## config.mk

```make
export PLATFORM = sky130hd
export DESIGN_NAME = time_param_store
export DESIGN_NICKNAME = d
export VERILOG_FILES = /design/src/rtl/time_param_store.sv
export SDC_FILE = /design/constraint.sdc
export NUM_CORES = 1
export LEC_CHECK = 0
export CAP_MARGIN = 20
export CORE_AREA = 10 10 83 85
export DETAILED_ROUTE_END_ITERATION = 6
export DIE_AREA = 0 0 93 95
export DONT_BUFFER_PORTS = 1
export PLACE_DENSITY = 0.44
export SLEW_MARGIN = 15
export SYNTH_ARGS = -nofsm -noshare
export SYNTH_HDL_FRONTEND = slang
export SYNTH_SLANG_ARGS = --single-unit
```

## constraint.sdc

```tcl
create_clock -name clock -period 1.6 [get_ports clock]
set_input_delay 0.32 -clock clock [delete_from_list [all_inputs] [get_ports clock]]
set_output_delay 0.32 -clock clock [all_outputs]
set_load 0.02 [all_outputs]
```

## src/rtl/time_param_store.sv

```systemverilog
// ---------------------------------------------------------------------------
// time_param_store
//
// Programmable store for the four alarm timing parameters (arm delay, driver
// door delay, passenger door delay, siren on-time). User write requests come
// from debounced switches, are validated, and are held back while the alarm
// is locked. A registered read port serves the alarm FSM and timer.
//
// Ports:
//   clock      in   system clock, rising edge
//   reset      in   synchronous active-high reset
//   reprogram  in   debounced level, rising edge requests a write
//   sel        in   [1:0] entry index for the write (0 arm .. 3 alarm_on)
//   value      in   [3:0] new value, legal range 1..15
//   defaults   in   debounced level, rising edge restores all defaults
//   lock       in   high while the alarm is SET/TRIGGER/ON, defers writes
//   interval   in   [1:0] read index
//   t_out      out  [3:0] registered value of entry[interval]
//   pending    out  high while a captured write waits for lock to drop
//   prog_done  out  one-cycle pulse when a write or restore commits
//   prog_err   out  one-cycle pulse when a request is rejected
// ---------------------------------------------------------------------------
module time_param_store #(
    parameter int unsigned DEF_ARM       = 6,
    parameter int unsigned DEF_DRIVER    = 8,
    parameter int unsigned DEF_PASSENGER = 14,
    parameter int unsigned DEF_ALARM_ON  = 10
) (
    input  logic       clock,
    input  logic       reset,
    input  logic       reprogram,
    input  logic [1:0] sel,
    input  logic [3:0] value,
    input  logic       defaults,
    input  logic       lock,
    input  logic [1:0] interval,
    output logic [3:0] t_out,
    output logic       pending,
    output logic       prog_done,
    output logic       prog_err
);

    typedef enum logic [1:0] {
        IDLE    = 2'd0,
        PENDING = 2'd1,
        COMMIT  = 2'd2
    } state_t;

    state_t     state;
    state_t     state_n;
    logic [3:0] entry [4];
    logic       reprogram_q;
    logic       defaults_q;
    logic [1:0] sel_h;
    logic [3:0] value_h;
    logic       rp_rise;
    logic       df_rise;
    logic       pending_n;
    logic       done_n;
    logic       err_n;
    logic       capture;
    logic       restore;
    logic       commit;

    assign rp_rise = reprogram & ~reprogram_q;
    assign df_rise = defaults & ~defaults_q;

    // Next-state and request decoding. Defaults beats a same-edge reprogram
    // only when it is actually accepted; a rejected (locked) restore still
    // lets the reprogram request be evaluated. COMMIT ignores all requests,
    // so a press landing there is lost and must be repeated by the user.
    always_comb begin
        state_n   = state;
        pending_n = pending;
        done_n    = 1'b0;
        err_n     = 1'b0;
        capture   = 1'b0;
        restore   = 1'b0;
        commit    = 1'b0;
        case (state)
            IDLE: begin
                pending_n = 1'b0;
                if (df_rise && !lock) begin
                    restore = 1'b1;
                    done_n  = 1'b1;
                end else begin
                    if (df_rise) begin
                        err_n = 1'b1;
                    end
                    if (rp_rise) begin
                        if (value == 4'd0) begin
                            err_n = 1'b1;
                        end else begin
                            capture = 1'b1;
                            if (lock) begin
                                state_n   = PENDING;
                                pending_n = 1'b1;
                            end else begin
                                state_n = COMMIT;
                            end
                        end
                    end
                end
            end
            PENDING: begin
                pending_n = 1'b1;
                if (rp_rise) begin
                    if (value == 4'd0) begin
                        err_n = 1'b1;
                    end else begin
                        capture = 1'b1;
                    end
                end
                if (df_rise) begin
                    err_n = 1'b1;
                end
                if (!lock) begin
                    state_n   = COMMIT;
                    pending_n = 1'b0;
                end
            end
            COMMIT: begin
                commit    = 1'b1;
                done_n    = 1'b1;
                pending_n = 1'b0;
                state_n   = IDLE;
            end
            default: begin
                state_n   = IDLE;
                pending_n = 1'b0;
            end
        endcase
    end

    // State register plus edge-detect flops and the status outputs. The
    // edge-detect flops update every cycle regardless of state.
    always_ff @(posedge clock) begin
        if (reset) begin
            state       <= IDLE;
            reprogram_q <= 1'b0;
            defaults_q  <= 1'b0;
            pending     <= 1'b0;
            prog_done   <= 1'b0;
            prog_err    <= 1'b0;
        end else begin
            state       <= state_n;
            reprogram_q <= reprogram;
            defaults_q  <= defaults;
            pending     <= pending_n;
            prog_done   <= done_n;
            prog_err    <= err_n;
        end
    end

    // Captured write request; a later valid request overwrites it so the
    // last press before lock drops is the one that lands.
    always_ff @(posedge clock) begin
        if (reset) begin
            sel_h   <= 2'd0;
            value_h <= 4'd0;
        end else if (capture) begin
            sel_h   <= sel;
            value_h <= value;
        end
    end

    // Parameter storage. Restore and commit come from different states and
    // can never coincide.
    always_ff @(posedge clock) begin
        if (reset || restore) begin
            entry[0] <= 4'(DEF_ARM);
            entry[1] <= 4'(DEF_DRIVER);
            entry[2] <= 4'(DEF_PASSENGER);
            entry[3] <= 4'(DEF_ALARM_ON);
        end else if (commit) begin
            entry[sel_h] <= value_h;
        end
    end

    // Registered read port: the value written on an edge shows up on t_out
    // one cycle later.
    always_ff @(posedge clock) begin
        if (reset) begin
            t_out <= 4'(DEF_ARM);
        end else begin
            t_out <= entry[interval];
        end
    end

endmodule

```

======== Yosys cells after proc, flatten, opt, wreduce, memory -nomap -nowiden ========
Memories as Yosys holds them, arrays and structs flattened. A register that Yosys moved wholly into a read port is not among the register bits.
Index checks and enable logic that the tools add are counted.
word-level totals
  bits in registers ....................... 13
  bits in latches ......................... 0
  RAM bits ................................ 16
  bits in read-only memories .............. 0
  bits of input ports ..................... 13
  output and inout port bits .............. 7
  logic and storage cells ................. 61
  memories kept ........................... 1
memory list
  name   words  width  read ports  clocked after memory_dff  write ports  RTL line  text
  entry  4      4      1           1                         4            51        logic [3:0] entry [4];
cells by class
  add/sub/neg operators ................... 0
  $mul .................................... 0
  div/mod/pow operators ................... 0
  order comparisons ....................... 0
  equal/unequal tests ..................... 6
  shifts and indexed selects .............. 0
  multiplexer cells ....................... 35
  bitwise gates (word level) .............. 4
  reductions and logical operators ........ 7
operators with widths
  cell                  number
  $mux W1               23
  $mux W2               6
  $ne A2 B2 Y1 const B  4
  $pmux W1 S2           4
  $logic_not A4 Y1      1
  $mux W4               1
  $pmux W2 S2           1
  $reduce_and A4 Y1     1
  $reduce_or A4 Y1      1
  $and A1 B1 Y1         2
  $eq A2 B1 Y1 const B  1
  $eq A2 B2 Y1 const B  1
  $logic_not A2 Y1      1
  $not A1 Y1            2
  $logic_and A1 B1 Y1   1
  $logic_not A1 Y1      1
  $logic_or A1 B1 Y1    1

======== Logic depth before layout (Yosys ltp) ========
Gate-level depths: netlist of the first run.
  depth in word-level cells ............... 10
  depth in mapped cells ................... 4
  depth with buffers taken out ............ 3

======== Least setup slack after synthesis of the first run ========
No wires, ideal clock.
  path kind ............................... register -> register
  start ................................... register state[0]
  end ..................................... memory entry[1][0] (enable)
  library setup time ...................... 0.310 ns
  arrival time ............................ 1.261 ns
  data required time ...................... 1.290 ns
  setup slack ............................. 0.029 ns
  cell stages (with the launch flop) ...... 5
  buffers on the path ..................... 1
  clock period less this slack ............ 1.571 ns
  cells stage by stage .................... dfxtp_1 -> buf_4 -> or3b_4 -> nor3b_4 -> nand2b_1
RTL lines
  element                 RTL line  text
  start, declared         49        state_t state;
  start signal, assigned  146       state <= state_n;
  end, declared           51

==> reports/results.ini, run 1 <==
[cts]
cts_tree = yes
clk_root_buffer_cell = clkbuf_8
insertion_delay_ns = 0.28
htreeDepth = 2
cts_buffer_depth = 2
cts_num_sinks = 33
path_clk_slew_ns = 0.07
holdBufCountCts = 0
numCtsBuffers = 5

[status]
outcome = finished, final reports clean

[final_layout]
final_cells = 195
final_common_cell = nand2b_1
syn2layout_area_growth_pct = 15.7
fill_cells = 589
diodes = 0
nNetsFinal = 135
drive_gt1_share_pct = 25.2
fin_util_pct = 31.1
multi_input_area_um2 = 594
seq_area_um2 = 821
layout_common_cells = nand2b_1, dfxtp_1, edfxtp_1

[global_routing]
grt_pass1_vias = 879
antenna_found_initial = 0
grt_pass1_wl_um = 4640
gr-total-overflow = 0
grt_max_degree = 25
grtUsageTotal_pct = 6.95

[sta]
slew_viol_final = 0
worst_slack_ns = 0.0592
setup_viol = 0
relSlewSlack_pct = 77.2
worst_slew_pin_slew_ns = 0.338
max_freq_mhz = 649
clock_skew_ns = 0.00546
timing.hold.ws_ns = 0.106
fin_crit_sh_pct = 96.3
finalHoldViolations = 0
min_period_ns = 1.54

[power_and_ir_drop]
irDropWorstVdd_uv = 339
p_per_area_nw_per_um2 = 1000
power.leakage_uw = 0.000583
power_uw = 1660

[synthesis]
ys_seq_area_share_pct = 57.1
synth_warnings = 0
avgSynthCellArea_um2 = 13.1
synth_largest_area_cell = edfxtp_1
syn_nets = 123
synth.cell_area_um2 = 1440
synthCells = 110
synthTopCellsByArea = edfxtp_1, dfxtp_1, nand2b_1
synth_top_area_share_pct = 33.4
ys_ff_latch = 33
ys_types = 27

[routing]
wl_per_cell_um = 14.6
wl_um = 2840
vias = 813
drt_pre_antenna_iters = 4
final_antenna_net_count = 0
avgViaCountPerCell = 4.17
drtIter0Drc = 40
drc = 0

[floorplan]
die_height_um = 95
die_w_um = 93
num_rows = 27
core-area_um2 = 5340
dieArea_um2 = 8840
io_pins = 20
start_util_pct = 26.9

[setup_path]
r2r-end = entry[0][2]
reg2reg_slack_ns = 0.06
arrival_ns = 1.51
endpoint_kind = flip-flop
r2r-start = state[0]
cp-start-kind = flip-flop
reg2reg_depth = 3
worstPathCellList = or3b_4, nor3_2, nand2b_1
critPathSlowestCell = or3b_4
required_ns = 1.57
crit_family = simple AND/OR/NAND/NOR gates
path_class = reg2reg
critical_path_buf_inv_count = 0
path_max_fanout = 6
max_stage_delay_ns = 0.47

[place]
place_congestion = 0.746
dp.final_hpwl_um = 2200
place_inst = 187
post-place-ws_ns = 0.0537
io_buffers = 0

[hold_path]
hp-start = reset
hold-path-endpoint = t_out[3]
worstHoldPathType = in2reg
whs_path_depth = 1

[job]
max-cap-violations = 0

==> layer usage <==
| layer | up-vias | track usage, % | wire length [um] |
|---|---|---|---|
| met3 | 4 | 3.41 | 218 |
| met4 | 0 | 3.86 | 47 |
| met2 | 19 | 9.99 | 1250 |
| met5 | - | 0 | 0 |
| met1 | 378 | 8.32 | 1320 |
| li1 | 412 | - | - |
==> through the flow <==
| step | TNS (ns) | cell area, um2 |
|---|---|---|
| floorplan | 0 | 1440 |
| global placement | 0 | 1570 |
| detailed placement | 0 | 1570 |
| CTS | 0 | 1650 |
| global route | -0.0107 | 1660 |
| finish | 0 | 1660 |
==> state kept, by name, indices dropped and copies added (netlist names) <==
| signal | count |
|---|---|
| entry | 16 |
| value_h | 4 |
| pending | 1 |
| defaults_q | 1 |
| t_out | 4 |
| state | 2 |
| prog_done | 1 |
| prog_err | 1 |
| reprogram_q | 1 |
| sel_h | 2 |
==> power by group <==
group	switching [uW]	internal (uW)
registers	42.6	925
logic	49.7	67.4
clock network	284	292
==> cell usage after synthesis, drive strengths merged <==
cell type	instances
nand2b	20
dfxtp	17
edfxtp	16
mux2i	6
and2	5
nor2b	5
or2	5
inv	4
mux4	4
nor2	4
nor4	4
nor3	3
o211a	3
a21oi	2
clkbuf	2
nand2	2
nor3b	2
a31oi	1
buf	1
nand3b	1
nor4b	1
o31ai	1
or3b	1
==> repair_timing <==
| item | CTS | global route |
|---|---|---|
| buffers inserted | 0 | 0 |
| endpoints found under the setup margin | 0 | 11 |
| gates resized for setup | 0 | 2 |
==> worst max-delay path by stage <==
stage / to / cells past startpoint / slack (ns) / startpoint
after global placement: entry[1][2] / 3 / 0.07 / state[0]
after floorplan: entry[1][0] / 4 / 0.03 / state[0]
final: entry[0][2] / 3 / 0.06 / state[0]
after CTS: entry[1][0] / 3 / 0.04 / state[0]
after detailed placement: entry[1][0] / 3 / 0.05 / state[0]
after global routing: entry[0][2] / 3 / -0.003 / state[0]
==> logic make-up (layout without fill, tap and decap cells) <==
kind of cell           count (synthesis)  after routing  synth area share [%]
AOI/OAI and AO/OA                      7              7                  3.75
buffers and inverters                  7             20                  2.09
DFF                                   33             33                  57.1
muxes                                 10             10                  10.5
and+or+nand+nor                       53             53                  26.6
==> layout make-up <==
cell class,instances,area share [%]
Sequential cell,33,49.4
Multi-Input combinational cell,70,35.8
Tap cell,72,5.42
Clock buffer,5,4.14
Timing Repair Buffer,8,3.61
Inverter,4,0.904
Clock inverter,3,0.753
Power figures use the tool's default switching activity.
==> inputs of run 2 (changes only) <==
--- a/constraint.sdc
+++ b/constraint.sdc
@@ -3,2 +3,2 @@
 set_output_delay 0.32 -clock clock [all_outputs]
-set_load 0.02 [all_outputs]
+set_load 0.1 [all_outputs]
==> reports/results.ini, run 2 (synthesized netlist as in run 1, its figures left out) <==
[status]
outcome = finished, final reports clean

[global_routing]
antenna_found_initial = 0
gr-total-overflow = 0
grtUsageTotal_pct = 7.07
grt_pass1_wl_um = 4750
grt_pass1_vias = 954
grt_max_degree = 25

[sta]
slew_viol_final = 0
fin_crit_sh_pct = 95.6
clock_skew_ns = 0.00453
worst_slew_pin_slew_ns = 0.374
max_freq_mhz = 654
min_period_ns = 1.53
finalHoldViolations = 0
fin_tns_setup_ns = 0
setup_viol = 0
relSlewSlack_pct = 75.1
rsz0062_at_grt = no

[floorplan]
io_pins = 20
die_w_um = 93
num_rows = 27
die_height_um = 95
core-area_um2 = 5340
dieArea_um2 = 8840
start_util_pct = 26.9

[final_layout]
syn2layout_area_growth_pct = 18.8
drive_gt1_share_pct = 28.5
top_register = entry
largestRegisters = entry x16, t_out x4, value_h x4
largest_reg_flops = 16
fill_cells = 571
final_common_cell = nand2b_1
diodes = 0
nNetsFinal = 142
layout_common_cells = nand2b_1, dfxtp_1, edfxtp_1

[setup_path]
arrival_ns = 1.50
cp-start-kind = flip-flop
path_max_fanout = 6
path_class = reg2reg
endpoint_kind = flip-flop
required_ns = 1.57

[routing]
vias = 852
wl_um = 2860
final_antenna_net_count = 0
drtIter0Drc = 50
avgViaCountPerCell = 4.22
drt_pre_antenna_iters = 4
drc = 0
wl_per_cell_um = 14.2

[cts]
htreeDepth = 2
cts_buffer_depth = 2
cts_num_sinks = 33
numCtsBuffers = 5
post_cts_resized = 0
path_clk_slew_ns = 0.06
insertion_delay_ns = 0.28
cts_setup_buffers = 0
cts_tree = yes
clk_root_buffer_cell = clkbuf_8
holdBufCountCts = 0

[job]
max-cap-violations = 0

[place]
io_buffers = 0
place_congestion = 0.753
dp.final_hpwl_um = 2240

[power_and_ir_drop]
power.leakage_uw = 0.000615
irDropWorstVdd_uv = 461
power_uw = 1750
p_per_area_nw_per_um2 = 1020

[hold_path]
worstHoldPathType = in2reg

-- run 2: changes by cell type in the layout (fill, tap and decap cells not counted) --
cell      delta
buf_4        +7
nor3b_4      -1
clkinv_1     -2
clkbuf_1     +3
nor3b_2      +1
clkinv_2     -1
-- run 2: path summary, 6_finish.rpt --
path               from           to  slack, ns  depth (start not counted)
max reg2reg    state[0]  entry[0][1]       0.07                          3
min               reset  reprogram_q       0.11                          1
min reg2reg  value_h[0]   value_h[0]       0.51                          2
max            state[0]  entry[0][1]       0.07                          3
-- run 2: cell type report --
cell class,instances,area (um2),area share [%]
flip-flops and latches,33,821,48.1
inverters,4,15.0,0.880
clock buffers,8,80.1,4.69
multi-input cells,70,588,34.5
well taps,72,90.1,5.28
repair buffers,15,113,6.60
-- run 2: power breakdown --
part	switching (uW)	leakage (uW)	internal (uW)
clock	277	0.0000395	309
combinational	129	0.000293	79.3
sequential	28.8	0.000282	925
-- run 2: worst max-delay path, cell delays in order (launching register included) --
cell      delay, ns
dfxtp_1        0.39
or3b_4         0.46
nor3_2         0.13
nand2b_1       0.24
-- run 2: per-layer routing --
layer,track usage [%],part of all wire (%),wire (um)
met2,11.0,47,1340
met4,3.47,1.6,47
met3,3.17,6.5,186
met5,0,0,0
met1,8.10,45,1280
-- run 2: metrics by stage --
stage / instances / util [%] / worst slack (ns) / hold slack, ns / area [um2]
2_1_floorplan: 110 / - / 0.0288 / 0.448 / 1440
3_3_place_gp: 194 / 30.4 / 0.0757 / 0.397 / 1620
3_5_place_dp: 194 / 30.4 / 0.0492 / 0.398 / 1620
4_1_cts: 202 / 31.9 / 0.0383 / 0.100 / 1700
5_1_grt: 202 / 32.0 / 0.00593 / 0.103 / 1710
6_report: 202 / 32.0 / 0.0711 / 0.110 / 1710
